$ cat config.mk
export PLATFORM = sky130hd
export DESIGN_NAME = sram_port_ctrl
export DESIGN_NICKNAME = d
export VERILOG_FILES = /design/src/rtl/sram_port_ctrl.sv
export SDC_FILE = /design/constraint.sdc
export NUM_CORES = 1
export LEC_CHECK = 0
export BUFFER_PORTS_ARGS = -buffer_cell sky130_fd_sc_hd__buf_2
export CORE_UTILIZATION = 45
export DETAILED_ROUTE_END_ITERATION = 12
export PLACE_DENSITY_LB_ADDON = 0.1
export RECOVER_POWER = 100
export REMOVE_ABC_BUFFERS = 1
export SLEW_MARGIN = 20
export SYNTH_ARGS = -nofsm -noshare
export SYNTH_HDL_FRONTEND = slang
export SYNTH_SLANG_ARGS = --single-unit
$ cat constraint.sdc
create_clock -name i_clk -period 2.85 [get_ports i_clk]
set_clock_uncertainty 0.1 [all_clocks]
set_input_delay 0.57 -clock i_clk [delete_from_list [all_inputs] [get_ports i_clk]]
set_output_delay 0.57 -clock i_clk [all_outputs]
set_load 0.02 [all_outputs]
$ cat src/rtl/sram_port_ctrl.sv
// sram_port_ctrl: single-outstanding valid/ready front end for a 32-bit SRAM.
// Drives cs one cycle ahead of oe/we so address and data are settled first,
// holds the strobe for ACCESS_CYCLES cycles and returns a one-cycle response.
// All outputs come straight from flops.
// Optional feature macro: SRAM_PORT_CTRL_ALIGN_CHECK_EN (reject misaligned
// addresses with resp_err instead of touching the SRAM).
module sram_port_ctrl #(
  parameter int unsigned ACCESS_CYCLES = 1
) (
  input  logic        i_clk,
  input  logic        i_reset,
  input  logic        i_req_valid,
  output logic        o_req_ready,
  input  logic        i_req_we,
  input  logic [31:0] i_req_addr,
  input  logic [31:0] i_req_wdata,
  output logic        o_resp_valid,
  output logic [31:0] o_resp_rdata,
  output logic        o_resp_err,
  output logic        o_sram_cs,
  output logic        o_sram_oe,
  output logic        o_sram_we,
  output logic [31:0] o_sram_addr,
  output logic [31:0] o_sram_din,
  input  logic [31:0] i_sram_dout
);

  localparam logic [3:0] LP_LAST_CNT = 4'(ACCESS_CYCLES - 1);

  typedef enum logic [1:0] {
    ST_IDLE   = 2'd0,
    ST_SETUP  = 2'd1,
    ST_ACCESS = 2'd2,
    ST_DONE   = 2'd3
  } state_t;

  state_t      r_state;
  state_t      w_state_nxt;
  logic [3:0]  r_cnt;
  logic [3:0]  w_cnt_nxt;
  logic        r_we;
  logic        r_req_ready;
  logic        r_resp_valid;
  logic [31:0] r_resp_rdata;
  logic [31:0] w_rdata_nxt;
  logic        r_resp_err;
  logic        r_sram_cs;
  logic        r_sram_oe;
  logic        r_sram_we;
  logic [31:0] r_sram_addr;
  logic [31:0] r_sram_din;
  logic        w_accept;
  logic        w_misalign;
  logic        w_reject;

  // ready is only ever high in IDLE, so this is the acceptance condition
  assign w_accept = i_req_valid & r_req_ready;

`ifdef SRAM_PORT_CTRL_ALIGN_CHECK_EN
  assign w_misalign = (i_req_addr[1:0] != 2'b00);
`else
  assign w_misalign = 1'b0;
`endif

  // Next-state, wait counter, rejection and response-data selection
  always_comb begin
    w_state_nxt = r_state;
    w_cnt_nxt   = r_cnt;
    w_reject    = 1'b0;
    case (r_state)
      ST_IDLE: begin
        if (w_accept) begin
          if (w_misalign) begin
            w_state_nxt = ST_DONE;
            w_reject    = 1'b1;
          end else begin
            w_state_nxt = ST_SETUP;
          end
        end else begin
          w_state_nxt = ST_IDLE;
        end
      end
      ST_SETUP: begin
        w_state_nxt = ST_ACCESS;
        w_cnt_nxt   = 4'd0;
      end
      ST_ACCESS: begin
        if (r_cnt == LP_LAST_CNT) begin
          w_state_nxt = ST_DONE;
          w_cnt_nxt   = 4'd0;
        end else begin
          w_cnt_nxt   = r_cnt + 4'd1;
        end
      end
      ST_DONE: begin
        w_state_nxt = ST_IDLE;
      end
      default: begin
        w_state_nxt = ST_IDLE;
        w_cnt_nxt   = 4'd0;
      end
    endcase

    // read data is captured on the edge ending the last strobe cycle
    if ((r_state == ST_ACCESS) && (w_state_nxt == ST_DONE)) begin
      w_rdata_nxt = r_we ? 32'h0000_0000 : i_sram_dout;
    end else if (w_reject) begin
      w_rdata_nxt = 32'h0000_0000;
    end else begin
      w_rdata_nxt = r_resp_rdata;
    end
  end

  // State register plus registered outputs decoded from the next state
  always_ff @(posedge i_clk) begin
    if (i_reset) begin
      r_state      <= ST_IDLE;
      r_cnt        <= 4'd0;
      r_we         <= 1'b0;
      r_req_ready  <= 1'b1;
      r_resp_valid <= 1'b0;
      r_resp_rdata <= 32'h0000_0000;
      r_resp_err   <= 1'b0;
      r_sram_cs    <= 1'b0;
      r_sram_oe    <= 1'b0;
      r_sram_we    <= 1'b0;
      r_sram_addr  <= 32'h0000_0000;
      r_sram_din   <= 32'h0000_0000;
    end else begin
      r_state      <= w_state_nxt;
      r_cnt        <= w_cnt_nxt;
      r_req_ready  <= (w_state_nxt == ST_IDLE);
      r_resp_valid <= (w_state_nxt == ST_DONE);
      r_resp_err   <= w_reject;
      r_resp_rdata <= w_rdata_nxt;
      // ACCESS is only reachable through SETUP, so r_we is already latched
      r_sram_cs    <= (w_state_nxt == ST_SETUP) || (w_state_nxt == ST_ACCESS);
      r_sram_oe    <= (w_state_nxt == ST_ACCESS) && !r_we;
      r_sram_we    <= (w_state_nxt == ST_ACCESS) && r_we;
      if (w_accept) begin
        r_we <= i_req_we;
        if (!w_misalign) begin
          r_sram_addr <= i_req_addr;
          r_sram_din  <= i_req_wdata;
        end else begin
          r_sram_addr <= r_sram_addr;
          r_sram_din  <= r_sram_din;
        end
      end else begin
        r_we <= r_we;
      end
    end
  end

  assign o_req_ready  = r_req_ready;
  assign o_resp_valid = r_resp_valid;
  assign o_resp_rdata = r_resp_rdata;
  assign o_resp_err   = r_resp_err;
  assign o_sram_cs    = r_sram_cs;
  assign o_sram_oe    = r_sram_oe;
  assign o_sram_we    = r_sram_we;
  assign o_sram_addr  = r_sram_addr;
  assign o_sram_din   = r_sram_din;

endmodule

* Word-level counts from Yosys, hierarchy flattened *
Index checks and enable logic that the tools add are counted.

word-level totals
  bits in registers = 108
  output and inout bits = 102

operators by class
  add/subtract/negate cells = 1
  equal/unequal tests = 6
  mux-type cells = 7
  bitwise logic cells = 1
  reductions and logical operators = 9

operators by type and width
  operator               number
  $mux W32               2
  $eq A2 B2 Y1 const B   4
  $pmux W2 S4            1
  $pmux W4 S2            1
  $add A4 B1 Y4 const B  1
  $eq A2 B1 Y1 const B   2
  $logic_not A2 Y1       2
  $logic_not A4 Y1       1
  $mux W4                1
  $logic_and A1 B1 Y1    3
  $mux W2                1
  $reduce_bool A2 Y1     1
  $and A1 B1 Y1          1
  $logic_not A1 Y1       1
  $logic_or A1 B1 Y1     1
  $mux W1                1

* Logic depth before layout (Yosys ltp) *
Gate-level depths: netlist (run 1).

  depth after elaboration = 6
  depth in mapped cells = 12
  gate-level depth less buffers = 9

* Worst setup path after synthesis (run 1) *
OpenSTA, ideal clock, no wires.

  path type = reg2reg
  start point = reg r_cnt[0]
  end point = reg r_resp_rdata[12], in the netlist o_resp_rdata[12]
  library setup time = 0.070 ns
  arrival = 2.037 ns
  data required time = 2.680 ns
  slack = 0.642 ns
  stages on the path, launching flop included = 11
  cell sequence = dfxtp_1 inv_1 ha_1 or3b_4 a211o_1 nand2_1 ha_1 buf_2 clkbuf_1 nand4b_1 a21oi_1

between the ends
  longest elaborated chain between the ends = 5

ends and longest elaborated chain
  what                      line  source
  start: declaration        39    logic [3:0] r_cnt;
  start signal: assignment  131   r_cnt <= w_cnt_nxt;
  $logic_not A4 Y1          88    if (r_cnt == LP_LAST_CNT) begin
  $mux W2                   88
  $pmux W2 S4               70    case (r_state)
  net w_state_nxt[0]        38    state_t w_state_nxt;
  $eq A2 B2 Y1              105   if ((r_state == ST_ACCESS) && (w_state_nxt == ST_DONE)) begin
  $logic_and A1 B1 Y1       105
  end signal: assignment    135   r_resp_rdata <= w_rdata_nxt;
  end: declaration          44    logic [31:0] r_resp_rdata;

The timed path passes the listed nets, and every way through them passes these cells.
A chain may end at the register's enable or synchronous reset.

* Worst setup path in the final report (run 1) *
  start point = reg r_cnt[0]
  end point = reg r_resp_rdata[14], in the netlist o_resp_rdata[14]

Same word-level chain as after synthesis.

==> impl_metrics.env, run 1 <==
export IMPL_cap_violations=0
export IMPL_endpoint_kind="flop"
export IMPL_cts_hold_buffers_added=0
export IMPL_htreeDepth=3
export IMPL_netlist_top_cells_area="dfxtp_1, nand2_1, a21oi_1, nand4b_1, clkbuf_1"
export IMPL_synth_simple_area_share_pct=25.03
export IMPL_synth_common_cells="nand2_1, dfxtp_1, a21oi_1"
export IMPL_die_area_um2=9245
export IMPL_io_pins=202
export IMPL_ys_types=23
export IMPL_start_kind="flop"
export IMPL_slew_headroom_pct=13.52
export IMPL_rsz0062_at_grt="false"
export IMPL_die_width_um=96.15
export IMPL_critPathRequiredTime_ns=3.03
export IMPL_p_per_area_nw_per_um2=651.0
export IMPL_clk_pin_slew_ns=0.10
export IMPL_synth_flop_cell="dfxtp_1"
export IMPL_drive_above_1_share_pct=18.52
export IMPL_nFillCells=829
export IMPL_fin_crit_sh_pct=82.89
export IMPL_synthAdderAreaFrac_pct=2.196
export IMPL_dpl_cell_count=753
export IMPL_grt_pass1_wl_um=15790
export IMPL_dp_hpwl_um=7108
export IMPL_cts_root_buf="clkbuf_8"
export IMPL_leakagePower_nw=2.001
export IMPL_area_growth_pct=28.26
export IMPL_status="finished clean"
export IMPL_clockBufferDepth=2
export IMPL_synth_edf_count=0
export IMPL_core_um2=8382
export IMPL_vias=3854
export IMPL_setup_viol=0
export IMPL_initial_core_util_pct=47.59
export IMPL_cp_arrival_ns=2.55
export IMPL_yosysWarnings=0
export IMPL_grt_use_total_pct=22.10
export IMPL_netlist_area_um2=3989
export IMPL_clock_sinks=108
export IMPL_timing_final_ws_setup_ns=0.4876
export IMPL_grt_max_degree=87
export IMPL_clock_latency_ns=0.36
export IMPL_grt_overflow=0
export IMPL_tns_ns=0
export IMPL_synth_xor_area_share_pct=0.4391
export IMPL_via_per_inst=5.012
export IMPL_dp_slack_ns=0.5123
export IMPL_synth_compound_area_share_pct=13.14
export IMPL_cts_tree="done"
export IMPL_numCtsBuffers=9
export IMPL_wl_um=10510
export IMPL_antenna_found_initial=0
export IMPL_cts_resized=0
export IMPL_ant_nets=0
export IMPL_worst_hold_slack_ns=0.3306
export IMPL_yosysMostFrequentCell="nand2_1"
export IMPL_io_buffers=200
export IMPL_rows=33
export IMPL_tightest_slew_ns=1.297
export IMPL_syn_instance_count=482
export IMPL_drtIter0Drc=110
export IMPL_synth_top_area_share_pct=54.20
export IMPL_routabilityCongestion=0.7872
export IMPL_wl_per_cell_um=13.67
export IMPL_max_freq_ghz=0.4233
export IMPL_firstDrtPassIters=4
export IMPL_avgSynthCellArea_um2=8.276
export IMPL_grt_pass1_vias=3460
export IMPL_synth_top_family_by_area="simple AND/OR/NAND/NOR gates"
export IMPL_fin_nets=766
export IMPL_finalMaxSlewViolations=0
export IMPL_synth_top_area_cell="dfxtp_1"
export IMPL_synth_seq_area_share_pct=54.20
export IMPL_synthArstFlopShare_pct=0
export IMPL_post_route_min_period_ns=2.362
export IMPL_critPathKind="flop to flop"
export IMPL_ir_worst_vdd_v=0.0003176
export IMPL_ys_ff_latch=108
export IMPL_dieHeight_um=96.15
export IMPL_crit_path_max_fanout=33
export IMPL_hold_class="input port to flop"
export IMPL_cts_setup_buffers=0
export IMPL_muxShareOfSynthArea_pct=0
export IMPL_stdcell_count=769
export IMPL_antenna_cells=0
export IMPL_drc=0
export IMPL_finalHoldViolations=0
-- kinds of logic (layout without fill, tap and decap cells) --
| family | count (synthesis) | count (layout) |
|---|---|---|
| flip-flops | 108 | 108 |
| other | 1 | 1 |
| AND/OR/NAND/NOR | 214 | 214 |
| XOR/XNOR | 2 | 2 |
| adder cells (fa/ha/maj) | 7 | 7 |
| buffers and inverters | 47 | 229 |
| AO/OA/AOI/OAI | 103 | 103 |
-- critical path: stages (launching register included) --
cell and delay (ns):
dfxtp_1 0.34, inv_1 0.08, ha_1 0.14, or3b_1 0.40, a211o_1 0.34, nand2_1 0.07
ha_1 0.16, buf_4 0.33, nand4b_1 0.15, a21oi_1 0.17
-- placed cells by master (no fill, tap or decap) --
cell type,Yosys,final
nand2_1,170,169
dfxtp_1,108,108
clkbuf_1,27,103
a21oi_1,100,100
buf_2,12,98
nand4b_1,32,32
clkbuf_8,0,11
ha_1,7,7
inv_1,6,6
buf_4,1,6
xor2_1,2,2
a211oi_1,2,2
nand4_1,2,2
nor2b_1,2,2
bufinv_16,0,2
or3b_1,0,1
a211o_1,1,1
and2_2,0,1
and2_0,0,1
nand2_2,0,1
nand3_1,1,1
nor2_1,1,1
or2_2,1,1
nor3b_1,1,1
and3b_1,1,1
conb_1,1,1
clkinv_4,0,1
buf_12,0,1
clkbuf_2,0,1
-- worst paths after layout --
kind                            slack [ns]        startpoint               end  depth (start not counted)
worst max-delay path                  0.49          r_cnt[0]  o_resp_rdata[14]                          9
worst min-delay path                  0.33    i_req_addr[29]   o_sram_addr[29]                          3
worst max register to register        0.49          r_cnt[0]  o_resp_rdata[14]                          9
worst min register to register        0.35  o_resp_rdata[17]  o_resp_rdata[17]                          2
-- power by group --
part / switching (W) / total, W / leakage [nW] / internal [W]
sequential: 0.0000548 / 0.00167 / 0.882 / 0.00161
clock: 0.000488 / 0.00103 / 0.114 / 0.000546
combinational: 0.000429 / 0.000631 / 1.01 / 0.000203
total: 0.000971 / 0.00333 / 2.00 / 0.00236
-- stage by stage --
stage | total power [W] | utilization, % | cell area (um2)
floorplan | 0.002069 | - | 3816
global placement | 0.002341 | 59.89 | 5020
detailed placement | 0.002358 | 59.89 | 5020
CTS | 0.003383 | 62.61 | 5248
global route | 0.003504 | 61.04 | 5116
finish | 0.003331 | 61.04 | 5116
-- per-layer routing --
| layer | up-vias | track usage [%] | routed length (um) |
|---|---|---|---|
| li1 | 1940 | - | - |
| met1 | 1751 | 24.46 | 4372 |
| met2 | 148 | 38.36 | 4989 |
| met3 | 15 | 8.531 | 978 |
| met4 | 0 | 7.836 | 172 |
| met5 | - | 0 | 0 |
-- state kept, by name, summed over array words and instances, names as in the netlist --
signal        flops
o_sram_din       32
o_sram_cs         1
o_resp_valid      1
r_we              1
o_req_ready       1
o_sram_we         1
o_sram_oe         1
r_cnt             4
r_state           2
o_sram_addr      32
o_resp_rdata     32
-- layout make-up --
cell class / instances / area, um2 / area share, %
sequential: 108 / 2162 / 42.26
multi-input combinational: 327 / 1633 / 31.91
timing repair buffer: 207 / 939.7 / 18.37
clock buffer: 13 / 158.9 / 3.106
tap: 105 / 131.4 / 2.568
clock inverter: 3 / 68.82 / 1.345
inverter: 6 / 22.52 / 0.4402
(Power assumes the default switching activity.)
==> inputs of run 2 (changes only) <==
--- a/config.mk
+++ b/config.mk
@@ -6,7 +6,7 @@
 export NUM_CORES = 1
 export LEC_CHECK = 0
 export BUFFER_PORTS_ARGS = -buffer_cell sky130_fd_sc_hd__buf_2
-export CORE_UTILIZATION = 45
+export CORE_UTILIZATION = 41
 export DETAILED_ROUTE_END_ITERATION = 12
 export PLACE_DENSITY_LB_ADDON = 0.1
 export RECOVER_POWER = 100
==> constraint.sdc (replaced) <==
create_clock -name i_clk -period 2.05 [get_ports i_clk]
set_clock_uncertainty 0.1 [all_clocks]
set_input_delay 0.41 -clock i_clk [delete_from_list [all_inputs] [get_ports i_clk]]
set_output_delay 0.41 -clock i_clk [all_outputs]
set_load 0.02 [all_outputs]
==> run 2 against run 1 <==
  * The flow now finishes with violations (setup timing)
  * Global-route usage down 1.0 points
  * Count of clock-buffer cells in the layout down 3
  * Critical path depth grew 1
  * First-iteration DRC count decreased by 19%
  * Wire length up 4.9%
  * Die area up 9.5%
  * Via count is 1.1% higher
  * Design area grew 4.8%
  * Sequential power grew 38%
  * Flip-flop and latch count unchanged
  * Utilization shrank 3.6 points
  * Register-to-register slack worse by 0.53 ns
==> impl_metrics.env, run 2 (synthesized netlist as in run 1, its figures left out) <==
export IMPL_status="finished, violations left"
export IMPL_violations="setup timing"
export IMPL_stdcell_count=803
export IMPL_p_per_area_nw_per_um2=866.8
export IMPL_antenna_cells=0
export IMPL_io_pins=202
export IMPL_core_um2=9328
export IMPL_cts_root_buf="clkbuf_8"
export IMPL_vias=3896
export IMPL_slew_headroom_pct=53.38
export IMPL_clockBufferDepth=2
export IMPL_fin_crit_sh_pct=102.0
export IMPL_dieHeight_um=100.6
export IMPL_drtIter0Drc=89
export IMPL_clock_latency_ns=0.36
export IMPL_crit_end="o_resp_rdata[0]"
export IMPL_grt_pass1_wl_um=16790
export IMPL_final_common_cell="nand2_1"
export IMPL_crit_path_max_fanout=16
export IMPL_rsz0062_at_grt="true"
export IMPL_fin_nets=778
export IMPL_area_growth_pct=34.38
export IMPL_r2r_end="o_resp_rdata[0]"
export IMPL_critPathRequiredTime_ns=2.20
export IMPL_wl_um=11030
export IMPL_hold_class="input port to flop"
export IMPL_r2r_start="r_cnt[0]"
export IMPL_firstDrtPassIters=4
export IMPL_routabilityCongestion=0.7282
export IMPL_numCtsBuffers=9
export IMPL_grt_overflow=0
export IMPL_via_per_inst=4.852
export IMPL_drive_above_1_share_pct=21.51
export IMPL_die_width_um=100.6
export IMPL_clk_pin_slew_ns=0.10
export IMPL_dpl_cell_count=785
export IMPL_dp_slack_ns=-0.1734
export IMPL_wl_per_cell_um=13.73
export IMPL_nFillCells=924
export IMPL_grt_max_degree=66
export IMPL_cp_arrival_ns=2.24
export IMPL_tns_ns=-0.9998
export IMPL_dp_hpwl_um=7559
export IMPL_r2r_cells=10
export IMPL_io_buffers=200
export IMPL_startpoint="r_cnt[0]"
export IMPL_max_freq_ghz=0.4782
export IMPL_timing_final_ws_setup_ns=-0.04113
export IMPL_ir_worst_vdd_v=0.0003293
export IMPL_endpoint_kind="flop"
export IMPL_ant_nets=0
export IMPL_drc=0
export IMPL_clock_sinks=108
export IMPL_finalHoldViolations=0
export IMPL_start_kind="flop"
export IMPL_grt_pass1_vias=3566
export IMPL_setup_viol=33
export IMPL_post_route_min_period_ns=2.091
export IMPL_die_area_um2=10130
export IMPL_initial_core_util_pct=42.76
export IMPL_finalMaxSlewViolations=0
export IMPL_critPathKind="flop to flop"
export IMPL_leakagePower_nw=2.099
export IMPL_htreeDepth=3
export IMPL_antenna_found_initial=0
export IMPL_cts_tree="done"
export IMPL_rows=35
export IMPL_grt_use_total_pct=21.09
export IMPL_cap_violations=0
export IMPL_tightest_slew_ns=0.6993
export IMPL_r2r_setup_slack_ns=-0.04
export IMPL_mostFrequentLayoutCells="nand2_1, dfxtp_1, clkbuf_1"
## run 2: how the worst min path moves through the flow
| stage | from | to | slack, ns | depth (start not counted) |
|---|---|---|---|---|
| finish | i_req_addr[4] | o_sram_addr[4] | 0.17 | 3 |
| detailed placement | o_sram_addr[31] | o_sram_addr[31] | 0.34 | 2 |
| CTS | i_req_addr[4] | o_sram_addr[4] | 0.16 | 3 |
| global placement | o_resp_rdata[30] | o_resp_rdata[30] | 0.33 | 2 |
| global route | i_req_wdata[19] | o_sram_din[19] | 0.16 | 3 |
| floorplan | r_cnt[1] | r_cnt[1] | 0.36 | 2 |
## run 2: cell type report
| cell class | instances | area [um2] | share of cell area [%] |
|---|---|---|---|
| inverter | 6 | 22.52 | 0.4202 |
| clock inverter | 4 | 76.32 | 1.424 |
| multi-input combinational | 327 | 1679 | 31.33 |
| timing repair buffer | 219 | 1129 | 21.06 |
| clock buffer | 10 | 127.6 | 2.381 |
| tap | 129 | 161.4 | 3.011 |
| sequential | 108 | 2165 | 40.38 |
## run 2: where the power goes
group | switching [W] | total, W | internal [W] | leakage, nW
registers | 0.0000651 | 0.00230 | 0.00224 | 0.883
clock network | 0.000690 | 0.00137 | 0.000678 | 0.0984
logic | 0.000638 | 0.000974 | 0.000336 | 1.12
total | 0.00139 | 0.00465 | 0.00325 | 2.10
## run 2: per-layer routing
metal	wire length [um]	vias to the layer above	track usage, %	share of wire (%)
li1	-	1964	-	-
met1	4806	1777	24.73	44
met2	5221	142	36.51	47
met3	823	13	5.479	7.5
met4	176	0	8.807	1.6
met5	0	-	0	0
## run 2: repair_timing
action,in CTS,in global routing
hold buffers,0,0
pin swaps,2,1
endpoints found under the setup margin,34,36
gates resized for setup,14,5
endpoints found under the hold margin,0,0
gates cloned,2,0
buffers inserted,2,0
## run 2: through the flow
stage | area, um2 | hold slack (ns) | util [%] | total power (W)
after CTS | 5472 | 0.1561 | 58.66 | 0.004724
after floorplan | 3816 | 0.3646 | - | 0.002876
after global routing | 5360 | 0.1603 | 57.46 | 0.004874
after global placement | 5147 | 0.3349 | 55.18 | 0.003293
after detailed placement | 5147 | 0.3432 | 55.18 | 0.003316
final | 5360 | 0.1701 | 57.46 | 0.004646
## run 2: worst max-delay path, cell delays in order, from the launching register on
cell and delay, ns:
dfxtp_2 0.33, inv_2 0.05, ha_1 0.12, or3b_4 0.37
a211o_1 0.30, nand2_2 0.09, ha_4 0.18, nand2_4 0.12
buf_16 0.20, nand2_1 0.06, a21oi_1 0.05
==> inputs of run 3 (changes only) <==
--- a/config.mk
+++ b/config.mk
@@ -11,6 +11,7 @@
 export PLACE_DENSITY_LB_ADDON = 0.1
 export RECOVER_POWER = 100
 export REMOVE_ABC_BUFFERS = 1
+export SETUP_SLACK_MARGIN = 0.15
 export SLEW_MARGIN = 20
 export SYNTH_ARGS = -nofsm -noshare
 export SYNTH_HDL_FRONTEND = slang
==> run 3 against run 2 <==
  * The run still ends with setup timing left
  * Via count grew 0.10%
  * Critical path depth unchanged
  * Worst setup slack is essentially flat
  * Maximum frequency about the same
  * Largest power group unchanged
==> impl_metrics.env, run 3 (synthesized netlist as in run 1, its figures left out) <==
export IMPL_io_buffers=200
export IMPL_use_met3_pct=5.479
export IMPL_fin_nets=778
export IMPL_core_um2=9328
export IMPL_met2_usage_pct=36.51
export IMPL_tns_ns=-0.9974
export IMPL_hold_class="input port to flop"
export IMPL_ir_worst_vdd_v=0.0003292
export IMPL_dp_slack_ns=-0.1734
export IMPL_routabilityCongestion=0.7282
export IMPL_tightest_slew_ns=0.6989
export IMPL_cts_root_buf="clkbuf_8"
export IMPL_die_area_um2=10130
export IMPL_worst_hold_slack_ns=0.1701
export IMPL_slew_headroom_pct=53.41
export IMPL_crit_path_max_fanout=16
export IMPL_timing_final_ws_setup_ns=-0.04080
export IMPL_finalHoldViolations=0
export IMPL_antenna_found_initial=0
export IMPL_die_width_um=100.6
export IMPL_fin_crit_sh_pct=102.0
export IMPL_clock_latency_ns=0.36
export IMPL_antenna_cells=0
export IMPL_wl_per_cell_um=13.73
export IMPL_finalMaxSlewViolations=0
export IMPL_gr_max_usage_layer="met2"
export IMPL_clockBufferDepth=2
export IMPL_io_pins=202
export IMPL_placed_cell_area_um2=5147
export IMPL_ant_nets=0
export IMPL_start_kind="flop"
export IMPL_cap_violations=0
export IMPL_fin_area_um2=5370
export IMPL_endpoint_kind="flop"
export IMPL_crit_chain="inv_2 -> ha_1 -> or3b_4 -> a211o_1 -> nand2_2 -> ha_4 -> nand2_4 -> buf_16 -> nand2_1 -> a21oi_1"
export IMPL_grt_pass1_wl_um=16790
export IMPL_post_route_min_period_ns=2.091
export IMPL_drive_above_1_share_pct=21.51
export IMPL_status="finished, violations left"
export IMPL_area_growth_pct=34.63
export IMPL_grt_overflow=0
export IMPL_critPathRequiredTime_ns=2.20
export IMPL_final_common_cell="nand2_1"
export IMPL_drc=0
export IMPL_cpMaxStageDelayCell="or3b_4"
export IMPL_grt_pass1_vias=3568
export IMPL_clk_pin_slew_ns=0.10
export IMPL_grt_use_total_pct=21.09
export IMPL_rows=35
export IMPL_setup_viol=33
export IMPL_rsz0062_at_grt="true"
export IMPL_max_freq_ghz=0.4783
export IMPL_via_per_inst=4.857
export IMPL_initial_core_util_pct=42.76
export IMPL_grt_max_degree=66
export IMPL_cts_hold_buffers_added=0
export IMPL_mostFrequentLayoutCells="nand2_1, dfxtp_1, clkbuf_1"
export IMPL_p_per_area_nw_per_um2=866.3
export IMPL_htreeDepth=3
export IMPL_cp_arrival_ns=2.24
export IMPL_clock_sinks=108
export IMPL_wl_um=11030
export IMPL_critical_path_max_stage_delay_ns=0.37
export IMPL_numCtsBuffers=9
export IMPL_dieHeight_um=100.6
export IMPL_drtIter0Drc=89
export IMPL_utilization_pct=57.57
export IMPL_firstDrtPassIters=4
export IMPL_vias=3900
export IMPL_grtUsageMet1_pct=24.73
export IMPL_cts_tree="done"
export IMPL_critPathKind="flop to flop"
export IMPL_violations="setup timing"
export IMPL_leakagePower_nw=2.100
export IMPL_dp_hpwl_um=7559
==> run 3: cell types whose count changed in the layout (fill, tap and decap cells not counted) <==
cell  previous run  this run
ha_2             1         0
ha_4             2         3
==> run 3: critical path, delay by kind of cell (launching register included) <==
kind,cells,cell delay (ns)
simple gates,4,0.64
flops,1,0.33
compound gates,2,0.35
buf+inv,2,0.25
fa+ha+maj,2,0.30
==> run 3: through the flow <==
stage | instances | total power, W
after floorplan | 441 | 0.002876
after global placement | 785 | 0.003293
after detailed placement | 785 | 0.003316
after CTS | 803 | 0.004731
after global routing | 803 | 0.004882
final | 803 | 0.004652
==> run 3: routing by layer <==
metal | up-vias | part of all wire (%)
li1 | 1965 | -
met1 | 1780 | 44
met2 | 142 | 47
met3 | 13 | 7.5
met4 | 0 | 1.6
met5 | - | 0
==> run 3: final cells by class <==
type | instances | area, um2
Clock buffer | 10 | 127.6
Clock inverter | 4 | 76.32
Fill cell | 923 | 3958
Tap cell | 129 | 161.4
Sequential cell | 108 | 2165
Timing Repair Buffer | 219 | 1129
Multi-Input combinational cell | 327 | 1689
Inverter | 6 | 22.52
==> run 3: final timing paths <==
kind / startpoint / endpoint / slack (ns) / depth (start not counted)
max: r_cnt[0] / o_resp_rdata[0] / -0.04 / 10
min reg2reg: o_sram_addr[31] / o_sram_addr[31] / 0.36 / 2
max reg2reg: r_cnt[0] / o_resp_rdata[0] / -0.04 / 10
min: i_req_addr[4] / o_sram_addr[4] / 0.17 / 3
==> run 3: report_power, final <==
part	switching [W]	leakage [nW]	total [W]	internal, W
combinational	0.000642	1.12	0.000980	0.000338
sequential	0.0000652	0.883	0.00230	0.00224
clock	0.000690	0.0984	0.00137	0.000678
==> run 3: repair_timing <==
action,4_1_cts,5_1_grt
resized for setup,16,4
gates cloned,2,0
pin swaps,2,1
endpoints found under the setup margin,37,37
buffers inserted,2,0
